$ cat src/rtl/funnel_ctrl_1_3_pkg.sv
// Shared definitions for the funnel / defunnel lane-packing controls.
// Mode encodings and the mode-to-step decode live here so both sides agree.
package funnel_ctrl_1_3_pkg;

  localparam logic [1:0] MODE_IDLE = 2'd0;
  localparam logic [1:0] MODE_X1   = 2'd1;
  localparam logic [1:0] MODE_X2   = 2'd2;

  // Lanes consumed per beat. Bit0 wins, so mode 3 acts as single-lane.
  function automatic logic [1:0] step_of(input logic [1:0] mode);
    if ((mode & MODE_X1) != MODE_IDLE)
      return 2'd1;
    else if ((mode & MODE_X2) != MODE_IDLE)
      return 2'd2;
    else
      return 2'd0;
  endfunction

endpackage

$ cat src/rtl/funnel_ctrl_1_3_lane_ptr.sv
// Lane pointer for the funnel: advances by the beat step, flags the
// wrap that ends a word, and decodes the lane enables for the narrow mux.
module funnel_lane_ptr #(
  parameter  int LANES = 4,
  localparam int PW    = $clog2(LANES)
) (
  input  logic             clk,
  input  logic             reset_n,
  input  logic [1:0]       step,
  input  logic             beat,
  output logic [PW-1:0]    ptr,
  output logic             wrap,
  output logic [LANES-1:0] enable
);

  logic [PW:0]        sum;
  logic [LANES-1:0]   mask;

  // One spare bit so ptr + step == LANES is visible before truncation.
  assign sum  = {1'b0, ptr} + (PW+1)'(step);
  assign wrap = (sum == (PW+1)'(LANES));

  always_comb begin
    mask    = '0;
    mask[0] = (step != 2'd0);
    mask[1] = (step == 2'd2);
    enable  = beat ? (mask << ptr) : '0;
  end

  always_ff @(posedge clk or negedge reset_n) begin
    if (!reset_n)
      ptr <= '0;
    else if (beat)
      ptr <= sum[PW-1:0];
  end

endmodule

$ cat src/rtl/funnel_ctrl_1_3.sv
// Transmit-side funnel control: accepts a wide word, then emits it as
// one- or two-lane beats on i_0/i_1. Drives register load and lane select only.
module funnel_ctrl_1_3
  import funnel_ctrl_1_3_pkg::*;
#(
  parameter  int LANES = 4,
  localparam int PW    = $clog2(LANES)
) (
  input  logic             clk,
  input  logic             reset_n,
  input  logic             t_0_req,
  output logic             t_0_ack,
  input  logic             t_cfg_req,
  output logic             t_cfg_ack,
  input  logic [1:0]       cfg_mode,
  output logic             i_0_req,
  input  logic             i_0_ack,
  output logic             i_1_req,
  input  logic             i_1_ack,
  output logic             load,
  output logic [PW-1:0]    sel,
  output logic [LANES-1:0] enable
);

  logic [1:0] mode_q;
  logic [1:0] step;
  logic       full;
  logic       beat;
  logic       wrap;
  logic       last;

  assign step    = step_of(mode_q);
  assign i_0_req = full & (step != 2'd0);
  assign i_1_req = full & (step == 2'd2);

  // Two-lane beats advance only when both downstream ports accept together.
  always_comb begin
    case (step)
      2'd1:    beat = i_0_req & i_0_ack;
      2'd2:    beat = i_0_req & i_1_req & i_0_ack & i_1_ack;
      default: beat = 1'b0;
    endcase
  end

  assign last = beat & wrap;

  // Config beats a pending word while empty, so no word straddles two modes.
  assign t_0_ack   = (step != 2'd0) & (~full | last) & ~t_cfg_req;
  assign load      = t_0_req & t_0_ack;
  assign t_cfg_ack = ~full;

  always_ff @(posedge clk or negedge reset_n) begin
    if (!reset_n) begin
      mode_q <= MODE_IDLE;
      full   <= 1'b0;
    end else begin
      if (t_cfg_req & t_cfg_ack)
        mode_q <= cfg_mode;
      if (load)
        full <= 1'b1;
      else if (last)
        full <= 1'b0;
    end
  end

  funnel_lane_ptr #(
    .LANES (LANES)
  ) u_lane_ptr (
    .clk     (clk),
    .reset_n (reset_n),
    .step    (step),
    .beat    (beat),
    .ptr     (sel),
    .wrap    (wrap),
    .enable  (enable)
  );

endmodule

$ cat config.mk
export PLATFORM = sky130hd
export DESIGN_NAME = funnel_ctrl_1_3
export DESIGN_NICKNAME = d
export VERILOG_FILES = /design/src/rtl/funnel_ctrl_1_3_pkg.sv /design/src/rtl/funnel_ctrl_1_3_lane_ptr.sv /design/src/rtl/funnel_ctrl_1_3.sv
export SDC_FILE = /design/constraint.sdc
export NUM_CORES = 1
export LEC_CHECK = 0
export CORE_AREA = 5 5 42 44
export CTS_CLUSTER_SIZE = 8
export DETAILED_ROUTE_END_ITERATION = 8
export DIE_AREA = 0 0 47 49
export GPL_TIMING_DRIVEN = 0
export PLACE_DENSITY_LB_ADDON = 0.05
export SLEW_MARGIN = 40
export SYNTH_ARGS = -nofsm -noshare
export SYNTH_HDL_FRONTEND = slang
export SYNTH_HIERARCHICAL = 1
export SYNTH_SLANG_ARGS = --single-unit
$ cat constraint.sdc
create_clock -name clk -period 2.18 [get_ports clk]
set_input_delay 0.436 -clock clk [delete_from_list [all_inputs] [get_ports clk]]
set_output_delay 0.436 -clock clk [all_outputs]
set_load 0.05 [all_outputs]
==> out/metrics.csv <==
metric;value;unit
min_period;2.67;ns
via_per_inst;4.67;
core_area;1400;um2
p_leak;0.305;nW
grt_max_degree;8;
insertion_delay;0.24;ns
cts_tree;yes;
firstDrtPassIters;1;
ys_ff_latch;5;
gp_congestion;0.689;
syn_area_per_cell;10.1;um2
drt_iter0_markers;0;
rsz0062_at_grt;true;
die_x;47;um
post-synth-top-area-cell;dfrtp_1;
nets;79;
total_power;0.00128;W
fillers;141;
final.setup.worst_slack;-0.487;ns
groute.usage.overall;0.0983;
netlist_area;414;um2
synth_cell_types;26;
antenna_found_initial;0;
drv_slew;0;
powerDensity;1760;nW/um2
syn_to_final_growth;76.4;%
syn_inst;41;
vias;392;
synthTopCellsByArea;dfrtp_1 30%, nor3b_2 6.0%, mux2_2 5.4%, fa_1 4.8%, o211a_1 4.8%;
final-hold-violation-count;0;
place_inst;75;
crit_arrival;2.23;ns
violations;setup timing;
status;finished, violations left;
cts_buffers;3;
worst_pin_slew;0.497;ns
cap_violations;0;
holdCritPathClass;input port to async pin;
ys_async_sr_fraction;1.00;
synth-seq-area-share;0.302;
port_buffers;18;
yosysWarnings;6;
ios;19;
required;1.74;ns
clk_pin_slew;0.04;ns
cts_max_path_buffers;2;
drc_errors;0;
path_max_fanout;4;
end_kind;output port;
finalSetupViolations;2;
wl_per_cell;12.0;um
crit_type;flip-flop to output port;
drive_gt1_frac;0.515;
irDropWorstVdd;634;uV
antenna_cells;0;
fmaxAchievable;375;MHz
clk_root_buffer_cell;clkbuf_4;
clock-sinks;5;
relSlewSlack;0.667;
num_rows;14;
fin_skew;0.00121;ns
dp_hpwl;769;um
initial_core_util;0.296;
routed_wl;1010;um
synth_edf_count;0;
period_share;1.22;
fin_cells;84;
h-tree-depth;1;
first_global_vias;390;
ant_nets;0;
syn-num-nets;51;
grt_pass1_wl;1690;um
die_h;49;um
worstSetupStartpointType;flip-flop;
synth_common_cells;5 x dfrtp_1, 5 x inv_1, 3 x nor2_1;
yosysTopAreaCellShare;0.302;
grt_overflow;0;
dieArea;2300;um2
synthFlopType;dfrtp_1;
[flip-flops by register name, indices dropped and copies added, names as in the netlist]
signal          cells
mode_q              2
u_lane_ptr/ptr      2
full                1
[cells in the final DEF (no fill, tap or decap), types with 2 or more instances in the layout]
cell / instances
buf_6: 2
buf_4: 6
nand2_1: 2
clkdlybuf4s50_1: 11
inv_1: 4
nor3b_2: 3
mux2_2: 2
buf_2: 3
nor2b_1: 2
dfrtp_2: 4
clkbuf_4: 3
[timing repair]
action,CTS,global route
setup endpoints to repair,7,5
cloned,0,0
hold buffers,0,0
gates resized for setup,35,5
pin swaps,2,1
setup buffers,5,0
[critical path: stages (launching register included)]
cell and delay, ns:
dfrtp_2 0.42, and2b_2 0.24, inv_2 0.04, fa_1 0.56
nor3b_2 0.19, a21boi_2 0.13, a2111oi_4 0.21, buf_6 0.20
[per-stage QoR]
step | area, um2 | worst slack [ns] | util | hold WS, ns | setup TNS (ns)
2_1_floorplan | 462 | -0.432 | - | 0.140 | -1.01
3_3_place_gp | 662 | -0.982 | 0.472 | 0.597 | -3.82
3_5_place_dp | 662 | -0.984 | 0.472 | 0.588 | -3.84
4_1_cts | 719 | -0.477 | 0.513 | 0.418 | -0.951
5_1_grt | 731 | -0.595 | 0.521 | 0.416 | -1.17
6_report | 731 | -0.487 | 0.521 | 0.416 | -0.970
[report_power, final]
group / leakage [nW] / switching, W / internal (W)
clock: 0.0150 / 0.0000355 / 0.0000690
sequential: 0.0512 / 0.0000741 / 0.000146
combinational: 0.239 / 0.000551 / 0.000408
[cell type report]
class / count / area (um2) / share of cell area
multi-input combinational: 31 / 334 / 0.457
timing repair buffer: 23 / 201 / 0.276
sequential: 5 / 130 / 0.178
clock buffer: 4 / 26.3 / 0.0360
tap: 16 / 20.0 / 0.0274
inverter: 5 / 18.8 / 0.0257
[final timing paths]
check,endpoint,from,cells past startpoint,slack [ns]
worst max register to register,full,mode_q[0],7,0.08
worst min-delay path,u_lane_ptr/ptr[0],reset_n,1,0.42
worst max-delay path,load,mode_q[0],7,-0.49
max in group asynchronous,mode_q[1],reset_n,1,1.56
worst min register to register,mode_q[1],mode_q[1],1,0.60
min in group clk,mode_q[1],mode_q[1],1,0.60
[routing by layer]
layer / track usage / vias to the layer above / wire length (um)
met5: 0 / - / 0
li1: - / 200 / -
met3: 0.0480 / 0 / 100
met1: 0.122 / 179 / 410
met4: 0.0276 / 0 / 0
met2: 0.147 / 13 / 495
[logic make-up (layout without fill, tap and decap cells)]
family / Yosys count / in the layout / synth area share
simple gates: 15 / 15 / 0.242
buf+inv: 5 / 32 / 0.0453
fa+ha+maj: 2 / 2 / 0.0785
mux: 4 / 4 / 0.106
flops: 5 / 5 / 0.302
compound gates: 10 / 10 / 0.227
(Power assumes the default switching activity.)
